--- config.mk ---
export PLATFORM = sky130hd
export DESIGN_NAME = hilo_muldiv
export DESIGN_NICKNAME = d
export VERILOG_FILES = /design/src/rtl/hilo_muldiv_pkg.sv /design/src/rtl/hilo_muldiv_divider_radix2.sv /design/src/rtl/hilo_muldiv.sv
export SDC_FILE = /design/constraint.sdc
export NUM_CORES = 2
export LEC_CHECK = 0
export CORE_MARGIN = 4
export CORE_UTILIZATION = 40
export DETAILED_ROUTE_END_ITERATION = 7
export PLACE_DENSITY = 0.62
export SYNTH_ARGS = -nofsm -noshare
export SYNTH_HDL_FRONTEND = slang
export SYNTH_HIERARCHICAL = 1
export SYNTH_SLANG_ARGS = --single-unit
export TNS_END_PERCENT = 30
--- constraint.sdc ---
create_clock -name i_clk -period 8.7 [get_ports i_clk]
set_input_delay 0.87 -clock i_clk [delete_from_list [all_inputs] [get_ports i_clk]]
set_output_delay 0.87 -clock i_clk [all_outputs]
set_load 0.02 [all_outputs]
--- src/rtl/hilo_muldiv_pkg.sv ---
// hilo_muldiv_pkg: shared operation encoding, FSM states and divider constants for the HI/LO unit
package hilo_muldiv_pkg;
  typedef enum logic [1:0] {OP_MULT, OP_MULTU, OP_DIV, OP_DIVU} muldiv_op_t;
  typedef enum logic [1:0] {S_IDLE, S_MUL, S_DIV, S_FIX} muldiv_state_t;
  localparam int DIV_ITERS = 32;
endpackage

--- src/rtl/hilo_muldiv_divider_radix2.sv ---
// divider_radix2: restoring divider on unsigned magnitudes, one quotient bit per cycle MSB first
module divider_radix2
  import hilo_muldiv_pkg::*;
(
  input  logic        i_clk,
  input  logic        i_resetn,
  input  logic        i_start,
  input  logic        i_abort,
  input  logic [31:0] i_dividend,
  input  logic [31:0] i_divisor,
  output logic        o_valid,
  output logic [31:0] o_quot,
  output logic [31:0] o_rem
);
  logic [31:0] r_rem, r_quot, r_dsr;
  logic [5:0]  r_cnt;
  logic        r_busy;
  logic        w_ge;
  logic [31:0] w_sub;
  // r_quot shifts the dividend out of its MSB while quotient bits enter at the LSB
  assign w_ge    = {r_rem, r_quot[31]} >= {1'b0, r_dsr};
  assign w_sub   = {r_rem[30:0], r_quot[31]} - r_dsr;
  assign o_valid = r_busy && r_cnt == 6'(DIV_ITERS);
  assign o_quot  = r_quot;
  assign o_rem   = r_rem;
  always_ff @(posedge i_clk or negedge i_resetn) begin
    if (!i_resetn) begin
      r_rem  <= '0;
      r_quot <= '0;
      r_dsr  <= '0;
      r_cnt  <= '0;
      r_busy <= 1'b0;
    end else if (i_start) begin
      r_rem  <= '0;
      r_quot <= i_dividend;
      r_dsr  <= i_divisor;
      r_cnt  <= '0;
      r_busy <= 1'b1;
    end else if (i_abort) begin
      r_busy <= 1'b0;
    end else if (r_busy && r_cnt != 6'(DIV_ITERS)) begin
      r_rem  <= w_ge ? w_sub : {r_rem[30:0], r_quot[31]};
      r_quot <= {r_quot[30:0], w_ge};
      r_cnt  <= r_cnt + 6'd1;
    end
  end
endmodule

--- src/rtl/hilo_muldiv.sv ---
// hilo_muldiv: architectural HI/LO registers with multi-cycle MULT/MULTU/DIV/DIVU and MTHI/MTLO writes
module hilo_muldiv
  import hilo_muldiv_pkg::*;
#(
  parameter int MUL_CYCLES = 3
) (
  input  logic        i_clk,
  input  logic        i_resetn,
  input  logic        i_start,
  input  muldiv_op_t  i_op,
  input  logic [31:0] i_a,
  input  logic [31:0] i_b,
  input  logic        i_flush,
  input  logic        i_hi_we,
  input  logic        i_lo_we,
  input  logic [31:0] i_hi_wdata,
  input  logic [31:0] i_lo_wdata,
  output logic        o_busy,
  output logic        o_done,
  output logic [31:0] o_hi,
  output logic [31:0] o_lo
);
  localparam logic [7:0] MUL_LAST = 8'(MUL_CYCLES - 1);
  localparam logic [7:0] DIV_LAST = 8'(DIV_ITERS - 1);
  muldiv_state_t r_state, w_next;
  muldiv_op_t    r_op;
  logic [31:0]   r_a, r_b, r_hi, r_lo;
  logic [7:0]    r_cnt;
  logic          r_done, w_commit, w_accept, w_div_valid, w_div_sgn, w_mul_sx;
  logic [31:0]   w_mag_a, w_mag_b, w_quot, w_rem, w_res_hi, w_res_lo;
  logic [63:0]   w_prod;
  assign w_div_sgn = i_op == OP_DIV;
  assign w_mag_a   = (w_div_sgn && i_a[31]) ? -i_a : i_a;
  assign w_mag_b   = (w_div_sgn && i_b[31]) ? -i_b : i_b;
  assign w_accept  = r_state == S_IDLE && w_next != S_IDLE;
  divider_radix2 u_div (
    .i_clk      (i_clk),
    .i_resetn   (i_resetn),
    .i_start    (w_accept && w_next == S_DIV),
    .i_abort    (i_flush || r_state == S_FIX),
    .i_dividend (w_mag_a),
    .i_divisor  (w_mag_b),
    .o_valid    (w_div_valid),
    .o_quot     (w_quot),
    .o_rem      (w_rem)
  );
  always_comb begin
    w_next   = S_IDLE;
    w_commit = 1'b0;
    if (!i_flush)
      case (r_state)
        S_IDLE: w_next = !i_start ? S_IDLE : (i_op >= OP_DIV) ? S_DIV : S_MUL;
        S_MUL: begin
          w_next   = (r_cnt == MUL_LAST) ? S_IDLE : S_MUL;
          w_commit = r_cnt == MUL_LAST;
        end
        S_DIV: w_next = (r_cnt == DIV_LAST) ? S_FIX : S_DIV;
        default: w_commit = w_div_valid;
      endcase
  end
  // sign fix and the architectural corner cases (divide by zero) are resolved at commit
  assign w_mul_sx = r_op == OP_MULT;
  assign w_prod   = {{32{w_mul_sx & r_a[31]}}, r_a} * {{32{w_mul_sx & r_b[31]}}, r_b};
  assign w_res_lo = (r_state == S_MUL) ? w_prod[31:0] : (r_b == '0) ? '1 :
                    (r_op == OP_DIV && (r_a[31] ^ r_b[31])) ? -w_quot : w_quot;
  assign w_res_hi = (r_state == S_MUL) ? w_prod[63:32] : (r_b == '0) ? r_a :
                    (r_op == OP_DIV && r_a[31]) ? -w_rem : w_rem;
  always_ff @(posedge i_clk or negedge i_resetn) begin
    if (!i_resetn) begin
      r_state <= S_IDLE;
      r_op    <= OP_MULT;
      r_a     <= '0;
      r_b     <= '0;
      r_cnt   <= '0;
      r_done  <= 1'b0;
      r_hi    <= '0;
      r_lo    <= '0;
    end else begin
      r_state <= w_next;
      r_cnt   <= (w_next == r_state && r_state != S_IDLE) ? r_cnt + 8'd1 : 8'd0;
      r_done  <= w_commit;
      if (w_accept) begin
        r_op <= i_op;
        r_a  <= i_a;
        r_b  <= i_b;
      end
      if (i_hi_we) r_hi <= i_hi_wdata;
      else if (w_commit) r_hi <= w_res_hi;
      if (i_lo_we) r_lo <= i_lo_wdata;
      else if (w_commit) r_lo <= w_res_lo;
    end
  end
  assign o_busy = r_state != S_IDLE;
  assign o_done = r_done;
  assign o_hi   = r_hi;
  assign o_lo   = r_lo;
endmodule

---- Word level (Yosys, flattened, before mapping) ----
Index checks and enable logic that the tools add are counted.
storage, ports and cells
  word-level logic and storage cells ...... 92
  latch bits .............................. 0
  input port bits ......................... 136
  output and inout bits ................... 66
  register bits after elaboration ......... 244
  memory bits (read-only) ................. 0
  memories ................................ 0
  RAM bits ................................ 0
operators by class
  order comparisons ....................... 2
  multipliers ............................. 1
  reductions and logical operators ........ 21
  shifts and indexed selects .............. 0
  mux-type cells .......................... 33
  bitwise operators ....................... 3
  $add $sub $neg .......................... 7
  divide/modulo/power cells ............... 0
  equality and inequality tests ........... 12
operator list
  kind                   count
  $mux W32               19
  $neg A32 Y32           4
  $mul A33 B33 Y64       1
  $ge A33 B32 Y1         1
  $logic_not A32 Y1      1
  $sub A32 B32 Y32       1
  $mux W6                3
  $reduce_bool A2 Y1     6
  $eq A2 B2 Y1 const B   5
  $logic_and A1 B1 Y1    9
  $add A8 B1 Y8 const B  1
  $eq A8 B2 Y1 const B   1
  $eq A8 B5 Y1 const B   1
  $mux W8                1
  $add A6 B1 Y6 const B  1
  $eq A6 B6 Y1 const B   1
  $mux W2                3
  $ne A6 B6 Y1 const B   1
  $pmux W2 S3            1
  $mux W1                5
  $logic_not A2 Y1       2
  $and A1 B1 Y1          2
  $eq A2 B1 Y1 const B   1
  $eq A2 B2 Y1           1
  7 further kinds        7

---- Logic depth before layout (Yosys ltp) ----
  depth after elaboration ................. 10
  gate-level depth with buffers ........... 30
  mapped depth without buffers ............ 28

---- Modules after synthesis ----
The synthesis kept the hierarchy.
by module, submodules not included
  module          instances  seq. area each (sq um)  area each (sq um)  cells an instance
  hilo_muldiv     1          3,528.4                 47,712.0           5,410
  divider_radix2  1          2,577.5                 6,416.2            720

---- Least setup slack after synthesis ----
OpenSTA, ideal clock, no wires.
  kind .................................... register -> register
  from .................................... reg r_a[31]
  to ...................................... reg r_hi[30] (netlist: o_hi[30])
  stages on the path, launching flop included .. 29
  library setup time ...................... 0.128 ns
  data required time ...................... 8.572 ns
  slack ................................... 0.736 ns
  arrival time ............................ 7.836 ns
  cell sequence ........................... dfrtp_1 clkbuf_1 and2_1 clkbuf_1 nand2_1 inv_1 fa_1 inv_1 fa_1 inv_1 fa_1 fa_1 inv_1 fa_1 inv_1 fa_1 inv_1 fa_1 fa_1 inv_1 ha_1 clkbuf_1 and4_1 and2_1 nor4b_1 a211oi_1 o31ai_1 xnor2_1 o22ai_1
on the way
  word-level cells in the longest chain between the ends .. 6
  elaborated cells between the ends (all ways) .. 8
  classes of those cells .................. mul: 1; mux: 5; bitwise: 1; reduce/logical: 1
ends and longest elaborated chain
  what                                                                      line               text
  from (decl)                                                               hilo_muldiv.sv:27  logic [31:0] r_a, r_b, r_hi, r_lo;
  from (signal assigned)                                                    hilo_muldiv.sv:84  r_a <= i_a;
  parallel branches: the longest is 3 deep, another holds $mul A33 B33 Y64  -
  $mux W32 *                                                                hilo_muldiv.sv:66  assign w_res_hi = (r_state == S_MUL) ? w_prod[63:32] : (r_b == '0) ? r_a :
  $mux W32 *                                                                hilo_muldiv.sv:88  else if (w_commit) r_hi <= w_res_hi;
  $mux W32 *                                                                hilo_muldiv.sv:87  if (i_hi_we) r_hi <= i_hi_wdata;
  to (signal assigned)                                                      hilo_muldiv.sv:87
  to (signal assigned)                                                      hilo_muldiv.sv:88
  to (decl)                                                                 hilo_muldiv.sv:27
Mark *: on every way between the ends. The select of a mux whose other input is x is not followed.
A chain may end at the register's enable or synchronous reset.

---- Worst setup path after layout ----
  from .................................... reg r_op[0]
  to ...................................... reg r_hi[28] (netlist: o_hi[28])
on the way
  word-level cells in the longest chain between the ends .. 7
  elaborated cells between the ends (all ways) .. 11
  classes of those cells .................. mul: 1; eq/ne: 1; mux: 5; bitwise: 2; reduce/logical: 2
ends and longest elaborated chain
  what                                                                      line               text
  from (decl)                                                               hilo_muldiv.sv:26  muldiv_op_t r_op;
  from (signal assigned)                                                    hilo_muldiv.sv:83  r_op <= i_op;
  parallel branches: the longest is 4 deep, another holds $mul A33 B33 Y64  -
  $mux W32 *                                                                hilo_muldiv.sv:66
  $mux W32 *                                                                hilo_muldiv.sv:88
  $mux W32 *                                                                hilo_muldiv.sv:87
Marks and branches as above.

==> metrics.csv <==
stage;metric;value;unit
critical_path;Worst Path Required;9.16;ns
global_route;largest net degree at the start of global routing;139;
worst_hold_path;min-delay worst type;primary input to asynchronous set/reset pin;
detailed_routing;drt first pass iters;6;
clock_network;Clock Path Buffers;3;
detailed_routing;post-route ant nets;0;
yosys;Post-Synth Simple-Gate Area;14.8;%
timing;Worst Clk Skew;0.0340;ns
yosys;sequential-to-total area share from yosys stat;11.3;%
timing;RSZ-0062 raised after global routing;true;
timing;Tcrit/Tclk final;97.0;%
clock_network;CTS Buf Count;29;
yosys;Post-Syn Nets;7645;
yosys;top-area cell type share of the netlist area;41.6;%
yosys;Synth top cells by count;inv_1 (1,278), fa_1 (1,126), nand2_1 (1,022), clkbuf_1 (361), and2_1 (269);
place;Buffers on Ports;201;
yosys;synth unique cells;89;
yosys;post-synthesis mux area share;2.33;%
timing;Rel. slew slack;13.4;%
timing;setup violators final;0;
yosys;post-synthesis cell count;6130;
clock_network;H-Tree Depth;1;
yosys;count leader, synth;inv_1;
yosys;Post-Syn Area;0.0541;mm^2
global_route;initial antenna violation count;7;
floorplanning;Core Area;0.134;mm^2
global_route;met2 usage;41.0;%
clock_network;clock tree root buffer cell;clkbuf_16;
yosys;largest cells by area after synthesis;fa_1 (42%), dfrtp_1 (11%), inv_1 (8.9%);
detailed_routing;via count;42600;
floorplanning;DIE HEIGHT;376;um
critical_path;crit path max fanout;20;
timing;setup_tns;0;ns
detailed_routing;First DRT Iteration DRCs;3392;
global_route;first-pass GRT wire length;278;mm
yosys;xor and xnor area share after synthesis;3.64;%
clock_network;CTS tree;yes;
floorplanning;initial core utilization;40.4;%
clock_network;TritonCTS Sinks;244;
timing;fmax;0.118;GHz
yosys;#FFs+latches synth;244;
floorplanning;die area;0.141;mm^2
global_route;GRT busiest layer;met2;
critical_path;CP Data Arrival Time;8.90;ns
timing;Final Hold Vio Count;0;
yosys;Mean Syn Cell Area;8.83;um^2
global_route;met3 usage in global routing;4.69;%
floorplanning;IO Count;202;
yosys;largest family of logic cells by synthesized area;adder cells;
place;Final GP Congestion;1.01;
yosys;ys flop type;dfrtp_1;
floorplanning;chip width;376;um
yosys;dominant cell type by area after synthesis;fa_1;
timing;final-report max-slew violation count;0;
yosys;Compound-Gate Fraction of Synth Area;8.92;%
clock_network;CTS clk-pin slew, worst paths;0.07;ns
yosys;async set-reset flop share out of synthesis;100;%
critical_path;crit path capture type;flip-flop;
finish;Post-layout nets;7667;
yosys;Synth Area in Adders;47.5;%
outcome;outcome;complete, no violations;
yosys;EDFF count, synth;0;
timing;min cycle time layout;8.44;ns
finish;Area Overhead vs Synth;9.97;%
detailed_routing;Avg WL per Cell;22.4;um
detailed_routing;drt drc;0;
critical_path;WS Path Type;flip-flop to flip-flop;
detailed_routing;Total Wirelength;178;mm
floorplanning;FP Rows;134;
finish;layout cell share with drive strength beyond 1;5.91;%
global_route;grt ovf;0;
run;Max Cap Viol;0;
place;dpl hpwl;148;mm
clock_network;clock latency on the worst-skew pair;0.62;ns
global_route;met1 global-route usage;35.3;%
detailed_routing;Via density;5.37;
critical_path;critical path startpoint category;flip-flop;
global_route;GRT Util Overall;25.5;%
yosys;Ys Warns;6;
clock_network;cts hold-fix bufs;0;
global_route;vias in the first global route;45200;
timing;worst-margin pin slew;1.29;ns
-- critical path: stages, from the launching register on --
cell and delay (ns):
dfrtp_1 0.43, nor2_1 0.18, buf_4 0.30, and3_1 0.26, fa_1 0.51, fa_1 0.56, fa_1 0.64, clkinvlp_4 0.22
fa_1 0.52, inv_1 0.05, fa_1 0.48, fa_1 0.55, inv_1 0.05, fa_1 0.47, fa_1 0.54, inv_1 0.07
ha_1 0.45, nand4_1 0.29, or3_1 0.49, nor4_1 0.21, a221o_1 0.19, o21ai_0 0.10, o21ai_1 0.31, a311oi_1 0.17
xor2_1 0.18, a31oi_1 0.10
-- flip-flops by register name, summed over array words and instances (netlist names) --
name and count:
o_hi 32, o_lo 32, r_a 32, r_b 32
u_div/o_quot 32, u_div/o_rem 32, u_div/r_dsr 32, r_cnt 8
u_div/r_cnt 6, r_op 2, r_state 2, o_done 1
u_div/r_busy 1
-- final cells by class --
type	instances	area, um^2
Multi-Input combinational cell	4225	41800
Timing Repair Buffer	372	3570
Clock buffer	38	840
Antenna cell	1	2.50
Clock inverter	13	133
Inverter	1280	4810
Sequential cell	244	6120
Tap cell	1768	2210
Fill cell	13000	74400
-- layout by cell type, fill, tap and decap left out, drive strengths merged, types with 14 or more instances in the layout --
master	netlist	final
nor4	35	35
a21oi	198	198
clkdlybuf4s50	0	198
o211ai	17	17
nand3	35	35
buf	20	174
nor3	43	43
clkbuf	361	38
inv	1278	1279
ha	253	253
nand2b	14	14
mux2	62	62
nor2	181	181
or3	19	19
and2	271	271
or4	14	14
xor2	99	99
a31oi	34	34
or2	15	15
o21bai	19	19
nand2	1024	1024
xnor2	126	126
nor2b	14	14
a211oi	45	45
o21ai	236	236
dfrtp	244	244
nand4	23	23
and3	33	33
o22ai	17	17
mux2i	56	56
a221oi	20	20
o31ai	32	32
fa	1126	1126
a21o	39	39
-- kinds of logic after synthesis --
group                      Yosys count
and+or+nand+nor                   1743
buffers and inverters             1661
adders and majority gates         1379
AOI/OAI and AO/OA                  760
DFF                                244
xor gates and xnor gates           225
muxes                              118
-- layer usage --
layer / vias up / wire [um]
li1: 18700 / -
met1: 22000 / 75700
met2: 1648 / 81600
met3: 279 / 14200
met4: 2 / 6350
met5: - / 13
-- through the flow --
step	util (%)	setup WS, ns	cell area (um^2)	hold slack [ns]	instances
after CTS	44.4	0.0609	59400	0.414	7937
final	44.4	0.259	59500	0.353	7941
after global placement	43.6	0.132	58500	0.493	7886
after floorplan	-	0.736	54100	0.474	6130
after global routing	44.4	-0.0480	59500	0.390	7940
after detailed placement	43.6	0.139	58500	0.501	7886
-- worst paths after layout --
path	from	end	slack, ns	cells past startpoint
worst max-delay path	r_op[0]$_DFFE_PN0P_	o_hi[28]$_DFFE_PN0P_	0.26	25
worst min-delay path	i_resetn	u_div/r_dsr[22]$_DFFE_PN0P_	0.35	1
worst max register to register	r_op[0]$_DFFE_PN0P_	o_hi[28]$_DFFE_PN0P_	0.26	25
worst min register to register	r_cnt[0]$_DFF_PN0_	r_cnt[0]$_DFF_PN0_	0.51	1
max in group asynchronous	i_resetn	o_lo[30]$_DFFE_PN0P_	6.89	2
min in group i_clk	r_cnt[0]$_DFF_PN0_	r_cnt[0]$_DFF_PN0_	0.51	1
-- repair_timing --
item	4_1_cts	5_1_grt
setup endpoints to repair	0	26
buffers inserted	0	3
resized for setup	0	18
Power is not shown: default switching activity piles up to over one toggle a cycle in this logic, so the estimate is an artifact.
